$ cat config.mk
export PLATFORM = sky130hd
export DESIGN_NAME = user_io_host_flat
export DESIGN_NICKNAME = d
export VERILOG_FILES = /design/src/rtl/user_io_host_pkg.sv /design/src/rtl/user_io_host_if.sv /design/src/rtl/spi_frame_master.sv /design/src/rtl/user_io_host.sv /design/src/flat_wrapper.sv
export SDC_FILE = /design/constraint.sdc
export NUM_CORES = 1
export LEC_CHECK = 0
export CAP_MARGIN = 20
export CELL_PAD_IN_SITES_DETAIL_PLACEMENT = 2
export CELL_PAD_IN_SITES_GLOBAL_PLACEMENT = 2
export CORE_MARGIN = 5
export CORE_UTILIZATION = 42
export DETAILED_ROUTE_END_ITERATION = 7
export DONT_BUFFER_PORTS = 1
export PLACE_DENSITY = 0.84
export SETUP_SLACK_MARGIN = 0.15
export SYNTH_ARGS = -nofsm -noshare
export SYNTH_HDL_FRONTEND = slang
export SYNTH_SLANG_ARGS = --single-unit
$ cat constraint.sdc
create_clock -name clk -period 2.4 [get_ports clk]
set_input_delay 0.48 -clock clk [delete_from_list [all_inputs] [get_ports clk]]
set_output_delay 0.48 -clock clk [all_outputs]
set_load 0.02 [all_outputs]
$ cat src/rtl/user_io_host_pkg.sv
// Shared constants, FSM state type and channel helpers for the user_io SPI host.
package user_io_host_pkg;

   localparam logic [7:0] CMD_BUTTONS = 8'h01;
   localparam logic [7:0] CMD_JOY0    = 8'h02;
   localparam logic [7:0] CMD_JOY1    = 8'h03;
   localparam int         FRAME_BITS  = 16;

   typedef enum logic [2:0] {IDLE, SETUP, SHIFT, HOLD, GAP} state_t;

   function automatic logic [7:0] chan_cmd(input logic [1:0] ch);
      case (ch)
         2'd0:    return CMD_BUTTONS;
         2'd1:    return CMD_JOY0;
         default: return CMD_JOY1;
      endcase
   endfunction

   function automatic logic [1:0] next_chan(input logic [1:0] ch);
      return (ch == 2'd2) ? 2'd0 : ch + 2'd1;
   endfunction

endpackage

$ cat src/rtl/user_io_host_if.sv
// SPI link between the IO-controller host and a user_io slave.
interface user_io_host_if;
   logic spi_sck;
   logic spi_ss_n;
   logic spi_mosi;
   logic spi_miso;

   modport master (output spi_sck, output spi_ss_n, output spi_mosi, input spi_miso);
   modport slave  (input spi_sck, input spi_ss_n, input spi_mosi, output spi_miso);
endinterface

$ cat src/rtl/spi_frame_master.sv
// Mode-0 SPI engine: sends one 16-bit frame MSB first and returns the first received byte.
module spi_frame_master
   import user_io_host_pkg::*;
#(
   parameter int CLK_DIV = 4,
   parameter int SS_GAP  = 8
) (
   input  logic                  clk,
   input  logic                  rst_n,
   input  logic                  start,
   input  logic [FRAME_BITS-1:0] tx_frame,
   output logic                  ready,
   output logic                  busy,
   output logic                  done,
   output logic                  rx_strobe,
   output logic [7:0]            rx_byte,
   user_io_host_if.master        spi
);

   localparam int CMAX = (CLK_DIV > SS_GAP) ? CLK_DIV : SS_GAP;
   localparam int CW   = $clog2(CMAX);
   localparam int BW   = $clog2(FRAME_BITS);
   localparam logic [CW-1:0] DIV_END = CW'(CLK_DIV - 1);
   localparam logic [CW-1:0] GAP_END = CW'(SS_GAP - 1);
   localparam logic [BW-1:0] BIT_END = BW'(FRAME_BITS - 1);
   localparam logic [BW-1:0] RX_LAST = BW'(7);

   state_t                  state_q, state_d;
   logic [CW-1:0]           cnt_q, cnt_d;
   logic [BW-1:0]           bit_q, bit_d;
   logic                    sck_q, sck_d, ss_n_q, ss_n_d, mosi_q, mosi_d, done_q, done_d;
   logic [FRAME_BITS-2:0]   sh_q, sh_d;
   logic [6:0]              rx_q, rx_d;

   always_ff @(posedge clk or negedge rst_n) begin
      if (!rst_n) begin
         state_q <= IDLE;
         cnt_q   <= '0;
         bit_q   <= '0;
         sck_q   <= 1'b0;
         ss_n_q  <= 1'b1;
         mosi_q  <= 1'b0;
         done_q  <= 1'b0;
         sh_q    <= '0;
         rx_q    <= '0;
      end else begin
         state_q <= state_d;
         cnt_q   <= cnt_d;
         bit_q   <= bit_d;
         sck_q   <= sck_d;
         ss_n_q  <= ss_n_d;
         mosi_q  <= mosi_d;
         done_q  <= done_d;
         sh_q    <= sh_d;
         rx_q    <= rx_d;
      end
   end

   // MISO is sampled on the cycle SCK is driven high; MOSI only moves as SCK falls.
   always_comb begin
      state_d   = state_q;
      cnt_d     = cnt_q;
      bit_d     = bit_q;
      sck_d     = sck_q;
      ss_n_d    = ss_n_q;
      mosi_d    = mosi_q;
      done_d    = 1'b0;
      sh_d      = sh_q;
      rx_d      = rx_q;
      rx_strobe = 1'b0;
      case (state_q)
         IDLE: begin
            if (start) begin
               state_d = SETUP;
               cnt_d   = '0;
               bit_d   = '0;
               ss_n_d  = 1'b0;
               mosi_d  = tx_frame[FRAME_BITS-1];
               sh_d    = tx_frame[FRAME_BITS-2:0];
            end
         end
         SETUP: begin
            if (cnt_q == DIV_END) begin
               state_d = SHIFT;
               cnt_d   = '0;
            end else begin
               cnt_d = cnt_q + 1'b1;
            end
         end
         SHIFT: begin
            if (cnt_q != DIV_END) begin
               cnt_d = cnt_q + 1'b1;
            end else begin
               cnt_d = '0;
               sck_d = ~sck_q;
               if (!sck_q) begin
                  rx_d      = {rx_q[5:0], spi.spi_miso};
                  rx_strobe = (bit_q == RX_LAST);
               end else if (bit_q == BIT_END) begin
                  state_d = HOLD;
               end else begin
                  bit_d  = bit_q + 1'b1;
                  mosi_d = sh_q[FRAME_BITS-2];
                  sh_d   = {sh_q[FRAME_BITS-3:0], 1'b0};
               end
            end
         end
         HOLD: begin
            if (cnt_q == DIV_END) begin
               state_d = GAP;
               cnt_d   = '0;
               ss_n_d  = 1'b1;
               mosi_d  = 1'b0;
               done_d  = 1'b1;
            end else begin
               cnt_d = cnt_q + 1'b1;
            end
         end
         GAP: begin
            if (cnt_q == GAP_END) begin
               state_d = IDLE;
               cnt_d   = '0;
            end else begin
               cnt_d = cnt_q + 1'b1;
            end
         end
         default: state_d = IDLE;
      endcase
   end

   assign rx_byte      = {rx_q, spi.spi_miso};
   assign ready        = (state_q == IDLE);
   assign busy         = ~ss_n_q;
   assign done         = done_q;
   assign spi.spi_sck  = sck_q;
   assign spi.spi_ss_n = ss_n_q;
   assign spi.spi_mosi = mosi_q;

endmodule

$ cat src/rtl/user_io_host.sv
// IO-controller end of the user_io link: resends buttons/joysticks on change and on refresh.
module user_io_host
   import user_io_host_pkg::*;
#(
   parameter int CLK_DIV = 4,
   parameter int REFRESH = 270000,
   parameter int SS_GAP  = 8
) (
   input  logic           clk,
   input  logic           rst_n,
   input  logic [7:0]     buttons_i,
   input  logic [7:0]     joystick_0_i,
   input  logic [7:0]     joystick_1_i,
   user_io_host_if.master spi,
   output logic [7:0]     core_type_o,
   output logic           core_type_valid_o,
   output logic           busy_o,
   output logic           frame_done_o
);

   localparam int RW = $clog2(REFRESH);
   localparam logic [RW-1:0] REF_END = RW'(REFRESH - 1);

   logic [2:0][7:0] inputs, shadow_q;
   logic [2:0]      pending_q;
   logic [1:0]      last_q, cur_q, sel, cand1, cand2;
   logic [7:0]      snap_q, rx_byte;
   logic [RW-1:0]   timer_q;
   logic            refresh_tick, ready, start, done, rx_strobe;

   assign inputs       = {joystick_1_i, joystick_0_i, buttons_i};
   assign refresh_tick = (timer_q == REF_END);

   // Round-robin: search the two channels after the last one sent, then the last one itself.
   always_comb begin
      cand1 = next_chan(last_q);
      cand2 = next_chan(cand1);
      sel   = last_q;
      if (pending_q[cand1]) begin
         sel = cand1;
      end else if (pending_q[cand2]) begin
         sel = cand2;
      end
   end

   assign start = ready && (|pending_q);

   spi_frame_master #(.CLK_DIV(CLK_DIV), .SS_GAP(SS_GAP)) u_frame (
      .clk       (clk),
      .rst_n     (rst_n),
      .start     (start),
      .tx_frame  ({chan_cmd(sel), inputs[sel]}),
      .ready     (ready),
      .busy      (busy_o),
      .done      (done),
      .rx_strobe (rx_strobe),
      .rx_byte   (rx_byte),
      .spi       (spi)
   );

   assign frame_done_o = done;

   // Refresh beats a frame-end clear so a tick landing on HOLD's last cycle is not lost.
   always_ff @(posedge clk or negedge rst_n) begin
      if (!rst_n) begin
         timer_q           <= '0;
         pending_q         <= 3'b111;
         shadow_q          <= '0;
         last_q            <= 2'd2;
         cur_q             <= 2'd0;
         snap_q            <= '0;
         core_type_o       <= '0;
         core_type_valid_o <= 1'b0;
      end else begin
         timer_q <= refresh_tick ? '0 : timer_q + 1'b1;
         if (start) begin
            cur_q  <= sel;
            snap_q <= inputs[sel];
         end
         if (done) begin
            shadow_q[cur_q] <= snap_q;
            last_q          <= cur_q;
         end
         for (int ch = 0; ch < 3; ch++) begin
            if (refresh_tick) begin
               pending_q[ch] <= 1'b1;
            end else if (done && (cur_q == 2'(ch))) begin
               pending_q[ch] <= 1'b0;
            end else if ((inputs[ch] != shadow_q[ch]) && !(start && (sel == 2'(ch)))) begin
               pending_q[ch] <= 1'b1;
            end
         end
         if (rx_strobe) begin
            core_type_o       <= rx_byte;
            core_type_valid_o <= 1'b1;
         end
      end
   end

endmodule

$ cat src/flat_wrapper.sv
// flat-port wrapper written by rule: the top's interface ports become plain ports
module user_io_host_flat import user_io_host_pkg::*;
#(
   parameter int CLK_DIV = 4,
   parameter int REFRESH = 270000,
   parameter int SS_GAP  = 8
)
  (clk, rst_n, buttons_i, joystick_0_i, joystick_1_i, core_type_o, core_type_valid_o, busy_o, frame_done_o, spi_spi_sck, spi_spi_ss_n, spi_spi_mosi, spi_spi_miso);
  user_io_host_if spi_i ();
  input  logic clk;
  input  logic rst_n;
  input  logic [7:0] buttons_i;
  input  logic [7:0] joystick_0_i;
  input  logic [7:0] joystick_1_i;
  output logic [7:0] core_type_o;
  output logic core_type_valid_o;
  output logic busy_o;
  output logic frame_done_o;
  output wire logic [$bits(spi_i.spi_sck)-1:0] spi_spi_sck;
  output wire logic [$bits(spi_i.spi_ss_n)-1:0] spi_spi_ss_n;
  output wire logic [$bits(spi_i.spi_mosi)-1:0] spi_spi_mosi;
  input wire logic [$bits(spi_i.spi_miso)-1:0] spi_spi_miso;
  assign spi_spi_sck = spi_i.spi_sck;
  assign spi_spi_ss_n = spi_i.spi_ss_n;
  assign spi_spi_mosi = spi_i.spi_mosi;
  assign spi_i.spi_miso = spi_spi_miso;
  user_io_host #(.CLK_DIV(CLK_DIV), .REFRESH(REFRESH), .SS_GAP(SS_GAP)) u_core (.clk(clk), .rst_n(rst_n), .buttons_i(buttons_i), .joystick_0_i(joystick_0_i), .joystick_1_i(joystick_1_i), .spi(spi_i), .core_type_o(core_type_o), .core_type_valid_o(core_type_valid_o), .busy_o(busy_o), .frame_done_o(frame_done_o));
endmodule
==> run_results.csv <==
group,metric,value,unit
critical_path,critical_path_required,2.69,ns
pwr,pwr-share-comb,32.3,%
outcome,violations,"negative hold slack",
global_routing,grt_max_degree,104,
pwr,pwr-share-seq,44.0,%
clock_tree,cts_tree,"done",
pwr,internal-power,3.78,mW
min_path,hold_path.class,"input pin to async pin",
critical_path,crit_chain,"nor2b_1 -> o21a_1 -> nand3_1 -> a31oi_1 -> a21o_1",
yosys,synthDistinctLibCells,49,
job,drv_cap,0,
yosys,synthesis.area,4820,um2
critical_path,slowest_stage,"dfstp_2",
floorplan,initial_core_util,42.6,%
pwr,power_density,1130,nW/um2
global_routing,grt_pass1_vias,3848,
clock_tree,h-tree-depth,3,
yosys,yosysTopAreaCellShare,50.9,%
clock_tree,clk_latency,0.35,ns
critical_path,crit_type,"flip-flop to flip-flop",
detailed_routing,postRouteAntennaNets,0,
critical_path,critPathMaxStageDelay,0.59,ns
pwr,ir_drop,0.659,mV
yosys,ys_seq_area_share,53.6,%
pwr,p_total,5.99,mW
global_routing,grt_overflow,0,
floorplan,core_area,11300,um2
place,io_buffers,0,
sta,max_freq,488,MHz
clock_tree,cts_root_buffer,"clkbuf_16",
clock_tree,cts_setup_buffers,0,
place,post-dp-hpwl,8.68,mm
clock_tree,postCtsResizedCells,0,
pwr,p_leak,2.41,nW
yosys,syn-num-nets,455,
yosys,avgSynthCellArea,11.4,um2
final_layout,drive_gt1_share,20.0,%
final_layout,nets,459,
floorplan,row_count,39,
yosys,synth_edf_count,0,
clock_tree,clk_pin_slew,0.07,ns
global_routing,grt_pass1_wl,20.7,mm
sta,finalSetupViolations,0,
place,place.gp.congestion,0.801,
pwr,pwr-share-clk,23.7,%
final_layout,layout.cells.most_common_list,"98 x dfrtp_1, 44 x mux2_2, 32 x nand3_1, 31 x xnor2_1, 28 x nor2_1",
clock_tree,cts_num_sinks,103,
sta,drv_slew,0,
floorplan,die_y,117,um
yosys,syn_inst,422,
detailed_routing,wl,12.6,mm
sta,finalSetupTns,0,ns
outcome,status,"finished, violations left",
yosys,yosys_warnings,0,
critical_path,path_max_fanout,16,
sta,hold_viol_final,99,
global_routing,grt_use_total,19.9,%
final_layout,final_common_cell,"dfrtp_1",
clock_tree,cts_buffers,9,
critical_path,cp-start-kind,"flip-flop",
critical_path,cp_top_family,"compound AO/OA/AOI/OAI gates",
detailed_routing,vias,3304,
critical_path,endpoint_kind,"flip-flop",
detailed_routing,avgViaCountPerCell,5.76,
yosys,synthTopCellsByArea,"dfrtp_1 51%, mux2_2 10%, xnor2_1 5.6%",
yosys,async_flop_share,100,%
floorplan,dieArea,13700,um2
sta,period_minus_slack,2.05,ns
final_layout,diodes,0,
detailed_routing,drt_iter0_markers,157,
yosys,synthFlopType,"dfrtp_1",
floorplan,ios,41,
sta,worst_slew_margin_rel,49.8,%
final_layout,syn_to_final_growth,9.50,%
critical_path,arrival,2.34,ns
detailed_routing,firstDrtPassIters,4,
pwr,switchingPower,2.21,mW
sta,worst_pin_slew,0.750,ns
critical_path,critPathBufInv,0,
clock_tree,clk_path_buf_depth,2,
sta,whs,-0.171,ns
global_routing,antenna_found_initial,0,
detailed_routing,drc,0,
floorplan,dieWidth,117,um
detailed_routing,wl_per_cell,21.9,um
sta,finalCritPeriodShare,85.4,%
yosys,synth-seq-cells,103,
yosys,synth_top_cell_by_area,"dfrtp_1",
sta,rsz0062_at_grt,"false",
sta,fin_skew,0.0102,ns
pwr,switching_share,36.9,%
[power by group through the flow]
stage                     Clock, mW  Combinational (mW)  Sequential [mW]
after floorplan                   0                1.49             2.49
after global placement            0                1.80             2.61
after detailed placement          0                1.92             2.66
after CTS                      1.46                1.95             2.63
after global routing           1.53                2.13             2.70
final                          1.42                1.93             2.63
[sequential cells by signal, indices dropped and copies added (netlist names)]
signal,flops
u_core.shadow_q,24
u_core.timer_q,19
u_core.u_frame.sh_q,15
u_core.core_type_o,8
u_core.snap_q,8
u_core.u_frame.rx_q,7
u_core.u_frame.bit_q,4
u_core.pending_q,3
u_core.u_frame.cnt_q,3
u_core.u_frame.state_q,3
u_core.cur_q,2
u_core.last_q,2
u_core.core_type_valid_o,1
u_core.u_frame.done,1
u_core.u_frame.spi.spi_mosi,1
u_core.u_frame.spi.spi_sck,1
u_core.u_frame.spi.spi_ss_n,1
[per-layer routing]
metal	vias up	GRT usage [%]	routed length, um
met5	-	0	0
met4	0	8.26	270
met3	17	4.68	549
met2	52	33.3	6300
met1	1726	24.7	5460
li1	1509	-	-
[synth_stat cells (2+ instances only)]
library cell	instances
xnor2_1	31
a21oi_1	10
mux2_2	44
nor3_1	5
nand3b_1	5
dfstp_2	5
buf_2	8
inv_1	13
nor2b_1	3
o21ai_0	10
nand2_1	20
o32ai_1	2
xor2_1	10
a21o_1	10
nand4_1	16
dfrtp_1	98
a31oi_1	7
and3_1	4
nor2_1	28
nand3_1	32
or2_2	4
a22o_1	13
ha_1	6
nor4_1	2
nand2b_1	3
and4_1	2
or3_1	3
clkbuf_1	7
[cell families after synthesis]
group / after synthesis / synth area share (%)
AND/OR/NAND/NOR: 136 / 15.1
flip-flops: 103 / 53.6
AO/OA/AOI/OAI: 62 / 8.95
multiplexers: 46 / 10.9
XOR/XNOR: 41 / 7.45
buffers and inverters: 28 / 2.39
adder cells (fa/ha/maj): 6 / 1.56
[worst paths after layout]
kind | startpoint | endpoint | slack, ns | cells past startpoint
max | u_core.pending_q[1] | u_core.snap_q[2] | 0.35 | 5
min | rst_n | u_core.shadow_q[12] | -0.17 | 0
max reg2reg | u_core.pending_q[1] | u_core.snap_q[2] | 0.35 | 5
min reg2reg | u_core.u_frame.sh_q[9] | u_core.u_frame.sh_q[9] | 0.50 | 2
max in group asynchronous | rst_n | u_core.u_frame.spi.spi_ss_n | 2.31 | 0
min in group clk | spi_spi_miso | u_core.u_frame.rx_q[0] | 0.29 | 1
[final cells by class]
type / instances / area (um2)
multi-input combinational: 291 / 2130
fill: 1155 / 6040
inverter: 13 / 48.8
timing repair buffer: 8 / 60.1
clock buffer: 10 / 229
clock inverter: 6 / 52.6
tap: 143 / 179
sequential: 103 / 2580
[per-stage QoR]
| stage | area (um2) | worst slack [ns] | utilization, % | std cells |
|---|---|---|---|---|
| after floorplan | 4820 | 0.586 | - | 422 |
| after global placement | 5000 | 0.417 | 44.2 | 558 |
| after detailed placement | 5000 | 0.276 | 44.2 | 558 |
| after CTS | 5280 | 0.266 | 46.6 | 574 |
| after global routing | 5280 | 0.210 | 46.6 | 574 |
| final | 5280 | 0.350 | 46.6 | 574 |
(Power assumes the default switching activity.)
